==> config.mk <==
export PLATFORM = sky130hd
export DESIGN_NAME = jtag_1149_d10_mstr_tx_instr_sequencer_flat
export DESIGN_NICKNAME = d
export VERILOG_FILES = /design/src/rtl/jtag_1149_d10_mstr_pkg.sv /design/src/rtl/jtag_1149_d10_mstr_tx_instr_sequencer_if.sv /design/src/rtl/jtag_1149_d10_mstr_sat_cntr.sv /design/src/rtl/jtag_1149_d10_mstr_tx_instr_sequencer.sv /design/src/flat_wrapper.sv
export SDC_FILE = /design/constraint.sdc
export NUM_CORES = 1
export LEC_CHECK = 0
export CAP_MARGIN = 30
export CORE_ASPECT_RATIO = 1.5
export CORE_UTILIZATION = 62
export CTS_CLUSTER_SIZE = 40
export DETAILED_ROUTE_END_ITERATION = 10
export DONT_BUFFER_PORTS = 1
export PLACE_DENSITY = 0.78
export SKIP_LAST_GASP = 1
export SYNTH_ARGS = -nofsm -noshare
export SYNTH_HDL_FRONTEND = slang
export SYNTH_SLANG_ARGS = --single-unit
==> constraint.sdc <==
create_clock -name clk -period 1.9 [get_ports clk]
set_input_delay 0.19 -clock clk [delete_from_list [all_inputs] [get_ports clk]]
set_output_delay 0.19 -clock clk [all_outputs]
set_load 0.005 [all_outputs]
==> src/rtl/jtag_1149_d10_mstr_pkg.sv <==
// Shared definitions for the 1149.10 PEDDA master: sequencer state encoding,
// packet-type byte constants (shared with the Rx packet detector) and the
// default status-counter width. No ports; imported by the master-side blocks.
package jtag_1149_d10_mstr_pkg;

   localparam int STAT_WIDTH_DFLT = 16;

   // Sequencer state encoding
   localparam logic [2:0] ST_IDLE      = 3'd0;
   localparam logic [2:0] ST_HOLD      = 3'd1;
   localparam logic [2:0] ST_SEND      = 3'd2;
   localparam logic [2:0] ST_WAIT_DONE = 3'd3;
   localparam logic [2:0] ST_WAIT_RSP  = 3'd4;
   localparam logic [2:0] ST_ABORT     = 3'd5;

   typedef enum logic [2:0] {
      S_IDLE      = ST_IDLE,
      S_HOLD      = ST_HOLD,
      S_SEND      = ST_SEND,
      S_WAIT_DONE = ST_WAIT_DONE,
      S_WAIT_RSP  = ST_WAIT_RSP,
      S_ABORT     = ST_ABORT
   } seq_state_t;

   // Packet-type bytes carried in the PEDDA packet header
   localparam logic [7:0] PKT_TYPE_RESET    = 8'h00;
   localparam logic [7:0] PKT_TYPE_CONFIG   = 8'h01;
   localparam logic [7:0] PKT_TYPE_SCAN     = 8'h02;
   localparam logic [7:0] PKT_TYPE_RAW_SCAN = 8'h04;
   localparam logic [7:0] PKT_TYPE_RESPONSE = 8'h80;

endpackage

==> src/rtl/jtag_1149_d10_mstr_tx_instr_sequencer_if.sv <==
// Handshake bundle between host queue, Tx framer, Rx controller and the
// instruction sequencer. master = sequencer side, slave = its environment.
// Signals: host request (vld/type/len/rdy), framer launch, Rx status, stats.
interface jtag_1149_d10_mstr_tx_instr_sequencer_if #(
   parameter int DATA_WIDTH = 8,
   parameter int LEN_WIDTH  = 8,
   parameter int STAT_WIDTH = 16
);
   logic                  instr_req_vld;
   logic [DATA_WIDTH-1:0] instr_req_type;
   logic [LEN_WIDTH-1:0]  instr_req_len;
   logic                  instr_req_rdy;
   logic                  send_pkt;
   logic [DATA_WIDTH-1:0] send_pkt_type;
   logic [LEN_WIDTH-1:0]  send_pkt_len;
   logic                  framer_done;
   logic                  rd_nxt_instr;
   logic                  instr_retry;
   logic                  suspend_xmission;
   logic                  unrecoverable_error;
   logic                  scan_rsp_time_out;
   logic                  instr_done;
   logic                  instr_abort;
   logic [STAT_WIDTH-1:0] retry_total;
   logic [STAT_WIDTH-1:0] instr_total;

   modport master (
      input  instr_req_vld, instr_req_type, instr_req_len,
      input  framer_done, rd_nxt_instr, instr_retry, suspend_xmission,
      input  unrecoverable_error, scan_rsp_time_out,
      output instr_req_rdy, send_pkt, send_pkt_type, send_pkt_len,
      output instr_done, instr_abort, retry_total, instr_total
   );

   modport slave (
      output instr_req_vld, instr_req_type, instr_req_len,
      output framer_done, rd_nxt_instr, instr_retry, suspend_xmission,
      output unrecoverable_error, scan_rsp_time_out,
      input  instr_req_rdy, send_pkt, send_pkt_type, send_pkt_len,
      input  instr_done, instr_abort, retry_total, instr_total
   );
endinterface

==> src/rtl/jtag_1149_d10_mstr_sat_cntr.sv <==
// Event counter: increments on inc; sat_en=1 holds at all-ones, sat_en=0 wraps.
// Latency: count visible the cycle after inc. No backpressure.
// Ports: clk, rst_n, inc, sat_en in; cnt out (resets to 0).
module jtag_1149_d10_mstr_sat_cntr
   import jtag_1149_d10_mstr_pkg::*;
#(
   parameter int WIDTH = STAT_WIDTH_DFLT
) (
   input  logic             clk,
   input  logic             rst_n,
   input  logic             inc,
   input  logic             sat_en,
   output logic [WIDTH-1:0] cnt
);

   always_ff @(posedge clk or negedge rst_n) begin
      if (!rst_n) begin
         cnt <= '0;
      end else if (inc && !(sat_en && (&cnt))) begin
         cnt <= cnt + WIDTH'(1);
      end
   end

endmodule

==> src/rtl/jtag_1149_d10_mstr_tx_instr_sequencer.sv <==
// Master Tx instruction sequencer: holds one host instruction, launches it to
// the framer, resends on retry, waits out XOFF in HOLD, aborts on error/timeout.
// Latency: accept N -> send_pkt N+2; rdy only in IDLE (one instruction in flight).
// Ports: clk, rst_n, bus (master modport: host req, framer launch, Rx status, stats).
module jtag_1149_d10_mstr_tx_instr_sequencer
   import jtag_1149_d10_mstr_pkg::*;
#(
   parameter int DATA_WIDTH = 8,
   parameter int LEN_WIDTH  = 8,
   parameter int STAT_WIDTH = STAT_WIDTH_DFLT
) (
   input  logic clk,
   input  logic rst_n,
   jtag_1149_d10_mstr_tx_instr_sequencer_if.master bus
);

   seq_state_t state, next_state;
   logic       retry_pend, retry_pend_nxt;
   logic       capture;
   logic       retry_inc;
   logic       done_nxt;
   logic       fatal_evt;

   assign fatal_evt = bus.unrecoverable_error | bus.scan_rsp_time_out;

   always_comb begin
      next_state     = state;
      retry_pend_nxt = retry_pend;
      capture        = 1'b0;
      retry_inc      = 1'b0;
      done_nxt       = 1'b0;
      case (state)
         S_IDLE: begin
            if (bus.instr_req_vld) begin
               capture        = 1'b1;
               retry_pend_nxt = 1'b0;
               next_state     = S_HOLD;
            end
         end
         S_HOLD: begin
            if (!bus.suspend_xmission) next_state = S_SEND;
         end
         S_SEND: next_state = S_WAIT_DONE;
         S_WAIT_DONE: begin
            if (fatal_evt) begin
               next_state = S_ABORT;
            end else begin
               if (bus.instr_retry) retry_pend_nxt = 1'b1;
               if (bus.framer_done) begin
                  // A retry arriving in the same cycle as framer_done still counts
                  if (retry_pend || bus.instr_retry) begin
                     retry_inc      = 1'b1;
                     retry_pend_nxt = 1'b0;
                     next_state     = S_HOLD;
                  end else begin
                     next_state = S_WAIT_RSP;
                  end
               end
            end
         end
         S_WAIT_RSP: begin
            if (fatal_evt) begin
               next_state = S_ABORT;
            end else if (bus.instr_retry) begin
               retry_inc  = 1'b1;
               next_state = S_HOLD;
            end else if (bus.rd_nxt_instr) begin
               done_nxt   = 1'b1;
               next_state = S_IDLE;
            end
         end
         S_ABORT: next_state = S_IDLE;
         default: next_state = S_IDLE;
      endcase
   end

   // Strobe outputs are registered from next_state so they line up with the
   // state they describe and cannot glitch when reset is released.
   always_ff @(posedge clk or negedge rst_n) begin
      if (!rst_n) begin
         state             <= S_IDLE;
         retry_pend        <= 1'b0;
         bus.instr_req_rdy <= 1'b1;
         bus.send_pkt      <= 1'b0;
         bus.instr_done    <= 1'b0;
         bus.instr_abort   <= 1'b0;
         bus.send_pkt_type <= '0;
         bus.send_pkt_len  <= '0;
      end else begin
         state             <= next_state;
         retry_pend        <= retry_pend_nxt;
         bus.instr_req_rdy <= (next_state == S_IDLE);
         bus.send_pkt      <= (next_state == S_SEND);
         bus.instr_done    <= done_nxt;
         bus.instr_abort   <= (next_state == S_ABORT);
         if (capture) begin
            bus.send_pkt_type <= bus.instr_req_type;
            bus.send_pkt_len  <= bus.instr_req_len;
         end
      end
   end

   jtag_1149_d10_mstr_sat_cntr #(.WIDTH(STAT_WIDTH)) u_retry_cntr (
      .clk    (clk),
      .rst_n  (rst_n),
      .inc    (retry_inc),
      .sat_en (1'b1),
      .cnt    (bus.retry_total)
   );

   jtag_1149_d10_mstr_sat_cntr #(.WIDTH(STAT_WIDTH)) u_instr_cntr (
      .clk    (clk),
      .rst_n  (rst_n),
      .inc    (done_nxt),
      .sat_en (1'b0),
      .cnt    (bus.instr_total)
   );

endmodule
==> src/flat_wrapper.sv <==
// flat-port wrapper written by rule: the top's interface ports become plain ports
module jtag_1149_d10_mstr_tx_instr_sequencer_flat import jtag_1149_d10_mstr_pkg::*;
#(
   parameter int DATA_WIDTH = 8,
   parameter int LEN_WIDTH  = 8,
   parameter int STAT_WIDTH = STAT_WIDTH_DFLT
)
  (clk, rst_n, bus_instr_req_vld, bus_instr_req_type, bus_instr_req_len, bus_framer_done, bus_rd_nxt_instr, bus_instr_retry, bus_suspend_xmission, bus_unrecoverable_error, bus_scan_rsp_time_out, bus_instr_req_rdy, bus_send_pkt, bus_send_pkt_type, bus_send_pkt_len, bus_instr_done, bus_instr_abort, bus_retry_total, bus_instr_total);
  jtag_1149_d10_mstr_tx_instr_sequencer_if #(.DATA_WIDTH(DATA_WIDTH), .LEN_WIDTH(LEN_WIDTH), .STAT_WIDTH(STAT_WIDTH)) bus_i ();
  input  logic clk;
  input  logic rst_n;
  input wire logic [$bits(bus_i.instr_req_vld)-1:0] bus_instr_req_vld;
  input wire logic [$bits(bus_i.instr_req_type)-1:0] bus_instr_req_type;
  input wire logic [$bits(bus_i.instr_req_len)-1:0] bus_instr_req_len;
  input wire logic [$bits(bus_i.framer_done)-1:0] bus_framer_done;
  input wire logic [$bits(bus_i.rd_nxt_instr)-1:0] bus_rd_nxt_instr;
  input wire logic [$bits(bus_i.instr_retry)-1:0] bus_instr_retry;
  input wire logic [$bits(bus_i.suspend_xmission)-1:0] bus_suspend_xmission;
  input wire logic [$bits(bus_i.unrecoverable_error)-1:0] bus_unrecoverable_error;
  input wire logic [$bits(bus_i.scan_rsp_time_out)-1:0] bus_scan_rsp_time_out;
  output wire logic [$bits(bus_i.instr_req_rdy)-1:0] bus_instr_req_rdy;
  output wire logic [$bits(bus_i.send_pkt)-1:0] bus_send_pkt;
  output wire logic [$bits(bus_i.send_pkt_type)-1:0] bus_send_pkt_type;
  output wire logic [$bits(bus_i.send_pkt_len)-1:0] bus_send_pkt_len;
  output wire logic [$bits(bus_i.instr_done)-1:0] bus_instr_done;
  output wire logic [$bits(bus_i.instr_abort)-1:0] bus_instr_abort;
  output wire logic [$bits(bus_i.retry_total)-1:0] bus_retry_total;
  output wire logic [$bits(bus_i.instr_total)-1:0] bus_instr_total;
  assign bus_i.instr_req_vld = bus_instr_req_vld;
  assign bus_i.instr_req_type = bus_instr_req_type;
  assign bus_i.instr_req_len = bus_instr_req_len;
  assign bus_i.framer_done = bus_framer_done;
  assign bus_i.rd_nxt_instr = bus_rd_nxt_instr;
  assign bus_i.instr_retry = bus_instr_retry;
  assign bus_i.suspend_xmission = bus_suspend_xmission;
  assign bus_i.unrecoverable_error = bus_unrecoverable_error;
  assign bus_i.scan_rsp_time_out = bus_scan_rsp_time_out;
  assign bus_instr_req_rdy = bus_i.instr_req_rdy;
  assign bus_send_pkt = bus_i.send_pkt;
  assign bus_send_pkt_type = bus_i.send_pkt_type;
  assign bus_send_pkt_len = bus_i.send_pkt_len;
  assign bus_instr_done = bus_i.instr_done;
  assign bus_instr_abort = bus_i.instr_abort;
  assign bus_retry_total = bus_i.retry_total;
  assign bus_instr_total = bus_i.instr_total;
  jtag_1149_d10_mstr_tx_instr_sequencer #(.DATA_WIDTH(DATA_WIDTH), .LEN_WIDTH(LEN_WIDTH), .STAT_WIDTH(STAT_WIDTH)) u_core (.clk(clk), .rst_n(rst_n), .bus(bus_i));
endmodule
# Yosys cells after proc, flatten, opt, wreduce, memory -nomap -nowiden

Index checks and enable logic that the tools add are counted.

Bits in registers: 56
Input bits: 25
Output and inout bits: 52
Logic and storage cells: 56

$add $sub $neg: 2
Eq/ne operators: 8
Multiplexer cells: 27
Bitwise gates (word level): 1
Reductions and logical operators: 8

Operator list:

| kind                  | count |
|---|---|
| $add 16x1->16 const B | 2 |
| $mux 3                | 8 |
| $mux 1                | 16 |
| $reduce_and 16->1     | 1 |
| $pmux 3 s5            | 1 |
| $eq 3x2->1 const B    | 3 |
| $eq 3x3->1 const B    | 2 |
| $logic_not 3->1       | 2 |
| $ne 2x2->1 const B    | 2 |
| $pmux 1 s2            | 2 |
| $eq 3x1->1 const B    | 1 |
| $reduce_and 3->1      | 1 |
| $reduce_bool 2->1     | 1 |
| $logic_and 1x1->1     | 1 |
| $logic_not 1->1       | 1 |
| $logic_or 1x1->1      | 1 |
| $or 1x1->1            | 1 |

# Longest topological paths before layout

Gate-level depths: netlist of the first run.

Depth in word-level cells: 6
Mapped depth: 7
Mapped depth without buffers: 6

# Hierarchy

Synthesis of the first run repeated with hierarchy kept, for this count alone.

Cell total of the unflattened synthesis: 233
Area, all modules: 2746.4 µm²

Modules (own cells, without submodules):

| module                                | times used | cells each | area an instance (µm²) | seq. area each (µm²) |
|---|---|---|---|---|
| jtag_1149_d10_mstr_sat_cntr           | 2          | 80         | 840.8                  | 400.4 |
| jtag_1149_d10_mstr_tx_instr_sequencer | 1          | 73         | 1064.8                 | 601.8 |

# Worst setup path after synthesis of the first run

OpenSTA, ideal clock, no wires.

Path type: reg2reg
Start: register u_core.state[1]
End: register u_core.bus.send_pkt_len[0]
Library setup time: 0.125 ns
Arrival time: 1.616 ns
Data required time: 1.775 ns
Setup slack: 0.159 ns
Cell stages (with the launch flop): 5
Path buffers: 2
Period minus slack after synthesis: 1.741 ns
Path through: dfrtp_1 buf_2 nor4b_4 buf_2 mux2_2

Word-level cells in the longest chain between the ends: 2

Ends and longest elaborated chain:

| item                     | line                                           | RTL |
|---|---|---|
| start: declaration       | jtag_1149_d10_mstr_tx_instr_sequencer.sv:17    | `seq_state_t state, next_state;` |
| start signal: assignment | jtag_1149_d10_mstr_tx_instr_sequencer.sv:90    | `state <= next_state;` |
| $logic_not 3->1          | jtag_1149_d10_mstr_tx_instr_sequencer.sv:32    | `case (state)` |
| $mux 1                   | jtag_1149_d10_mstr_tx_instr_sequencer.sv:32    |  |
| end signal: assignment   | jtag_1149_d10_mstr_tx_instr_sequencer.sv:98    | `bus.send_pkt_len <= bus.instr_req_len;` |
| end: declaration         | jtag_1149_d10_mstr_tx_instr_sequencer_if.sv:31 | `output instr_req_rdy, send_pkt, send_pkt_type, send_pkt_len,` |

No other way between the ends.
A chain may end at the register's enable or synchronous reset.

# Worst setup path after layout of the first run

Start: register u_core.state[0]
End: register u_core.u_instr_cntr.cnt[11]

Word-level cells in the longest chain between the ends: 2

Ends and longest elaborated chain:

| item                      | line                                        | RTL |
|---|---|---|
| $eq 3x3->1                | jtag_1149_d10_mstr_tx_instr_sequencer.sv:32 |  |
| $mux 1                    | jtag_1149_d10_mstr_tx_instr_sequencer.sv:32 |  |
| named net u_core.done_nxt | jtag_1149_d10_mstr_tx_instr_sequencer.sv:21 | `logic done_nxt;` |
| end signal: assignment    | jtag_1149_d10_mstr_sat_cntr.sv:20           | `cnt <= cnt + WIDTH'(1);` |
| end: declaration          | jtag_1149_d10_mstr_sat_cntr.sv:13           | `output logic [WIDTH-1:0] cnt` |

The timed path passes the listed nets, and every way through them passes these cells.

==> results by group, run 1 <==
Clocking
  • Htree depth: 2
  • Clock Tree Buf Depth: 2
  • Clock Latency Late Sink: 310 ps
  • Post-CTS Setup Bufs: 0
  • Reg clk slew, reported paths: 100 ps
  • TritonCTS clock tree: done
  • CTS Sinks: 56
  • Clk Tree Root Cell: clkbuf_8
  • Clock buffer count from CTS: 5

Routing
  • Routed WL per cell: 18.32 um
  • Final WL: 4837 um
  • Drc violations: 0
  • Drt first pass iters: 4
  • DRT antenna net count: 0
  • Drt first-iter violations: 34
  • Vias: 1,632
  • Vias per cell: 6.182

Layout
  • Share of cells above drive strength 1: 19.46%
  • Nets: 247
  • Most frequent cells in the layout: dfrtp_1, xnor2_1, mux2_2
  • # diodes: 0
  • Final Core Density: 73.57%
  • Most common cell after layout, fill and taps aside: dfrtp_1
  • Finished Cell Area: 2759 um2
  • Area Growth Syn to Fin: 10.64%

Setup path
  • FF-to-FF setup slack: 140 ps
  • Worst Setup Start Kind: flip-flop
  • Critical R2R Capture: u_core.u_instr_cntr.cnt[11]$_DFFE_PN0P_
  • Worst EP arrival: 2000 ps
  • Critical path class: reg -> reg
  • Critical Path Source: u_core.state[0]$_DFF_PN0_
  • Worst flop-to-flop path startpoint: u_core.state[0]$_DFF_PN0_
  • CP Capture Type: flip-flop
  • R2R cell count: 6
  • Worst Path Max Fanout: 6
  • Worst Setup EP: u_core.u_instr_cntr.cnt[11]$_DFFE_PN0P_
  • Critical path required time: 2130 ps

Global routing
  • Initial antenna violation count: 0
  • Number of global-route vias before repair: 1,704
  • First-pass GRT wire length: 7555 um
  • Largest net degree at the start of global routing: 57
  • Total GRT Usage: 24.85%
  • Total gr overflow: 0

Power
  • Worst VDD drop: 943.7 uV
  • Power Dens Cells: 1102 nW/um2
  • Static Leak: 0.001256 uW

Timing
  • Fin. max-slew vios: 0
  • Final period util: 92.86%
  • Final setup viols: 0
  • Worst-Margin Slew: 351.0 ps
  • RSZ-0062 raised after global routing: yes
  • Slew HR: 76.42%
  • Worst Skew: 9.859 ps
  • Clock period minus worst slack: 1764 ps
  • F_max: 566.8 MHz
  • Final Hold Fails: 0

Die
  • Row Count: 27
  • Initial Util: 66.50%
  • Die height: 79.67 um
  • I/O pin count: 77
  • Die area: 4285 um2
  • Die X-Extent: 53.78 um
  • Placeable Area: 3750 um2

Synth
  • Post-Syn Area: 2494 um2
  • Async SR Flop Fraction: 100.0%
  • Syn_area_per_cell: 12.16 um2
  • Mapped Nets: 232
  • Sequential area share after synthesis: 56.25%
  • Ys Warns: 0
  • Synth Flop Type: dfrtp_1
  • Cell variety after synth: 35
  • EDFF count, synth: 0
  • Synthesis-stage register bit count: 56
  • Cells after Synth: 205

Status
  • Status: finished clean

Job
  • # Max-Cap Violations: 0

Place
  • HPWL Detailed: 3621 um
  • Post-DP Area: 2590 um2
  • Gpl congestion: 0.9089
  • # port buffers: 0

Worst hold path
  • Worst Hold Class: in -> reg
==> repair_timing <==
item                                    4_1_cts  5_1_grt
hold endpoints to repair                     59        0
hold buffers                                  5        0
resized for setup                             0        1
endpoints found under the setup margin        0        1
==> flip-flops by register name (all words and copies together) (netlist names) <==
name and cells:
u_core.bus.send_pkt 1, u_core.state 3, u_core.bus.send_pkt_len 8, u_core.u_instr_cntr.cnt 16, u_core.retry_pend 1, u_core.u_retry_cntr.cnt 16
u_core.bus.send_pkt_type 8, u_core.bus.instr_done 1, u_core.bus.instr_abort 1, u_core.bus.instr_req_rdy 1
==> area by class of cell <==
class                   instances  area (um2)
flip-flops and latches         56        1403
clock buffers                   6       82.58
clock inverters                 2       13.76
multi-input cells             138        1047
repair buffers                 12       132.6
fillers                       251       991.0
inverters                       7       26.28
well taps                      43       53.80
==> metrics by stage <==
step | power (uW) | hold slack, ps | std cells | TNS, ps | worst slack, ps
final | 3039 | 23.47 | 264 | 0 | 135.6
after global routing | 3201 | 11.37 | 264 | -2.999 | -2.999
after CTS | 3071 | 14.63 | 264 | 0 | 113.9
after detailed placement | 2361 | -104.6 | 251 | 0 | 99.02
after global placement | 2315 | -104.6 | 251 | 0 | 204.3
after floorplan | 2138 | -105.6 | 205 | 0 | 159.0
==> routing by layer <==
layer / track usage, % / part of all wire, %
met5: 0 / 0
met4: 11.05 / 2.7
met3: 6.476 / 5.3
met2: 44.69 / 57
met1: 25.45 / 35
==> critical path: stages (launching register included) <==
cell and delay, ps:
dfrtp_1 470, nor3b_4 280, nand3_1 270, inv_2 190, nand4_2 170, nor2_1 160
xor2_1 160
==> cell usage after synthesis (3+ instances only) <==
| cell | count | area (um2) |
|---|---|---|
| a21oi_1 | 3 | 15.01 |
| buf_2 | 3 | 15.01 |
| dfrtp_1 | 55 | 1376 |
| inv_1 | 6 | 22.52 |
| mux2_2 | 18 | 202.7 |
| nand2_1 | 12 | 45.04 |
| nand3_1 | 8 | 40.04 |
| nand3b_1 | 4 | 30.03 |
| nand4_1 | 14 | 87.58 |
| nor2_1 | 14 | 52.55 |
| nor3_1 | 10 | 50.05 |
| o31ai_1 | 3 | 22.52 |
| xnor2_1 | 18 | 157.7 |
| xor2_1 | 11 | 96.34 |
==> how the worst min path moves through the flow <==
stage / start / endpoint / slack (ps) / depth (start not counted)
after detailed placement: rst_n / u_core.u_retry_cntr.cnt[12]$_DFFE_PN0P_ / -100 / 0
final: bus_instr_req_len[1] / u_core.bus.send_pkt_len[1]$_DFFE_PN0P_ / 20 / 1
after CTS: bus_instr_req_len[1] / u_core.bus.send_pkt_len[1]$_DFFE_PN0P_ / 10 / 1
after global routing: bus_instr_req_len[5] / u_core.bus.send_pkt_len[5]$_DFFE_PN0P_ / 10 / 1
after global placement: rst_n / u_core.u_retry_cntr.cnt[13]$_DFFE_PN0P_ / -100 / 0
after floorplan: rst_n / u_core.bus.instr_abort$_DFF_PN0_ / -110 / 0
==> power by group <==
part	switching, uW	leakage, uW	internal [uW]
registers	225	0.000727	1460
clock network	380	0.0000516	299
logic	288	0.000477	390
==> cell families (layout without fill, tap and decap cells) <==
family / after synthesis / in the layout / share of synthesized area (%)
AOI/OAI and AO/OA: 13 / 13 / 3.612
xor gates and xnor gates: 29 / 29 / 10.19
adders and majority gates: 2 / 2 / 1.003
buffers and inverters: 11 / 27 / 1.957
DFF: 56 / 56 / 56.25
muxes: 19 / 19 / 8.530
and+or+nand+nor: 75 / 75 / 18.46
Note: power is estimated with default switching activity, not from simulation.
==> run 2: changes to the inputs <==
GPL_TIMING_DRIVEN = 0   (was not set)
PLACE_DENSITY = 0.81   (was 0.78)
==> run 2 against run 1 <==
Clock skew is 4.6 ps lower. First-iteration DRC count is 44% higher. Flip-flop and latch count stayed put. Sequential share of layout area is 0.23 points lower. Largest power group unchanged. Worst hold slack better by 7.2 ps. Worst setup slack worse by 62 ps. Fmax is 3.4% lower. Clock power is 12% higher. Core utilization is 0.40 points higher. Count of clock-buffer cells in the layout stayed put. Critical path type unchanged.
==> results by group, run 2 (synthesis results as in run 1) <==
Layout
  • Non-filler cells, final: 263
  • Finished Cell Area: 2774 um2
  • Area Growth Syn to Fin: 11.24%
  • Share of cells above drive strength 1: 21.82%
  • Final Core Density: 73.97%
  • Fill cells: 255
  • Most frequent cells in the layout: dfrtp_1, xnor2_1, mux2_2
  • # diodes: 0
  • Most common cell after layout, fill and taps aside: dfrtp_1
  • Largest registers: u_core.u_instr_cntr.cnt x16, u_core.u_retry_cntr.cnt x16
  • Nets: 246

Clocking
  • Clock Tree Buf Depth: 2
  • TritonCTS clock tree: done
  • Htree depth: 2
  • CTS Sinks: 56
  • Clock Latency Late Sink: 300 ps
  • Clock buffer count from CTS: 5
  • Clk Tree Root Cell: clkbuf_8
  • Reg clk slew, reported paths: 100 ps

Worst hold path
  • Hold wc startpoint: bus_instr_req_type[6]
  • Hold path endpoint: u_core.bus.send_pkt_type[6]$_DFFE_PN0P_
  • Worst Hold Class: in -> reg
  • WHS Path Cells: 1

Place
  • Pre-CTS WS: -75.28 ps
  • # port buffers: 0
  • DP Cell Count: 248
  • Post-DP Area: 2547 um2
  • Gpl congestion: 0.8749
  • HPWL Detailed: 3667 um

Timing
  • Final period util: 96.10%
  • Setup WS post-layout: 74.06 ps
  • F_max: 547.7 MHz
  • RSZ-0062 raised after global routing: yes
  • Worst Skew: 5.225 ps
  • Clock period minus worst slack: 1826 ps
  • Final setup viols: 0
  • Final Hold Fails: 0
  • Fin. max-slew vios: 0
  • Worst-Margin Slew: 517.9 ps
  • Slew HR: 65.35%
  • Setup TNS Final: 0 ps

Die
  • Die height: 79.67 um
  • Die X-Extent: 53.78 um
  • Placeable Area: 3750 um2
  • Row Count: 27
  • Initial Util: 66.50%
  • Die area: 4285 um2
  • I/O pin count: 77

Global routing
  • Total gr overflow: 0
  • M2 GR Usage: 48.89%
  • Gr busiest metal: met2
  • First-pass GRT wire length: 8004 um
  • Number of global-route vias before repair: 1,740
  • GR Util met3: 6.286%
  • Largest net degree at the start of global routing: 57
  • Total GRT Usage: 26.14%
  • Initial antenna violation count: 0
  • Met1 Use GR: 26.34%

Routing
  • DRT antenna net count: 0
  • Drt first-iter violations: 49
  • Vias: 1,660
  • Routed WL per cell: 19.60 um
  • Drt first pass iters: 4
  • Drc violations: 0
  • Final WL: 5155 um
  • Vias per cell: 6.312

Setup path
  • Critical R2R Capture: u_core.u_retry_cntr.cnt[1]$_DFFE_PN0P_
  • Critical path class: reg -> reg
  • Worst EP arrival: 2020 ps
  • Critical path required time: 2100 ps
  • Worst Setup Start Kind: flip-flop
  • R2R cell count: 5
  • Worst Path Max Fanout: 10
  • FF-to-FF setup slack: 70 ps
  • Worst flop-to-flop path startpoint: u_core.state[1]$_DFF_PN0_
  • CP Capture Type: flip-flop

Power
  • Static Leak: 0.001251 uW
  • Worst VDD drop: 780.7 uV
  • Power Dens Cells: 1115 nW/um2

Job
  • # Max-Cap Violations: 0

Status
  • Status: finished clean
-- run 2: cell count changes in the layout (fill, tap and decap cells not counted), moves of 3 or more --
cell / before / now
nor3_2: 1 / 6
buf_4: 6 / 3
buf_2: 0 / 3
nor3_1: 9 / 4
-- run 2: power breakdown --
group | internal [uW] | total (uW) | switching, uW
clock network | 392 | 759 | 368
registers | 1460 | 1670 | 211
logic | 352 | 666 | 314
-- run 2: what timing repair did --
item / CTS / global route
hold buffers: 5 / 0
hold endpoints to repair: 59 / 0
resized for setup: 1 / 7
endpoints found under the setup margin: 11 / 16
pin swaps: 1 / 1
cloned: 0 / 0
setup buffers: 1 / 1
-- run 2: area by class of cell --
type                       instances  area [um2]  share of cell area [%]
clock buffer                       6       72.57                   2.616
inverter                           7       26.28                  0.9472
timing repair buffer               7       82.58                   2.977
clock inverter                     2       35.03                   1.263
tap                               43       53.80                   1.940
multi-input combinational        138        1077                   38.84
buffer                             4       22.52                  0.8119
sequential                        56        1404                   50.61
-- run 2: layer usage --
metal  routed length, um  vias to the layer above
met2                3043                       58
met1                1803                      843
li1                    -                      752
met3                 246                        7
met5                   0                        -
met4                  61                        0
-- run 2: worst max-delay path: stages (launching register included) --
cell      delay, ps
dfrtp_1         360
buf_2           180
and3b_2         250
nor2_1          270
nand4b_4        300
mux2_2          360
-- run 2: worst max path at each step --
stage,startpoint,end,slack (ps),cells after the start
after floorplan,u_core.state[1]$_DFF_PN0_,u_core.bus.send_pkt_len[0]$_DFFE_PN0P_,160,4
after global placement,u_core.state[1]$_DFF_PN0_,u_core.bus.send_pkt_len[2]$_DFFE_PN0P_,-8,4
after detailed placement,u_core.state[1]$_DFF_PN0_,u_core.bus.send_pkt_len[5]$_DFFE_PN0P_,-80,4
after CTS,u_core.state[2]$_DFF_PN0_,u_core.u_instr_cntr.cnt[11]$_DFFE_PN0P_,-8,6
after global routing,u_core.state[1]$_DFF_PN0_,u_core.u_instr_cntr.cnt[9]$_DFFE_PN0P_,-40,7
final,u_core.state[1]$_DFF_PN0_,u_core.u_retry_cntr.cnt[1]$_DFFE_PN0P_,70,5
-- run 2: per-stage QoR --
stage	total power (uW)	hold WS, ps
6_report	3094	30.69
2_1_floorplan	2138	-105.6
3_5_place_dp	2296	-104.5
3_3_place_gp	2237	-104.6
4_1_cts	3091	22.38
5_1_grt	3233	15.30
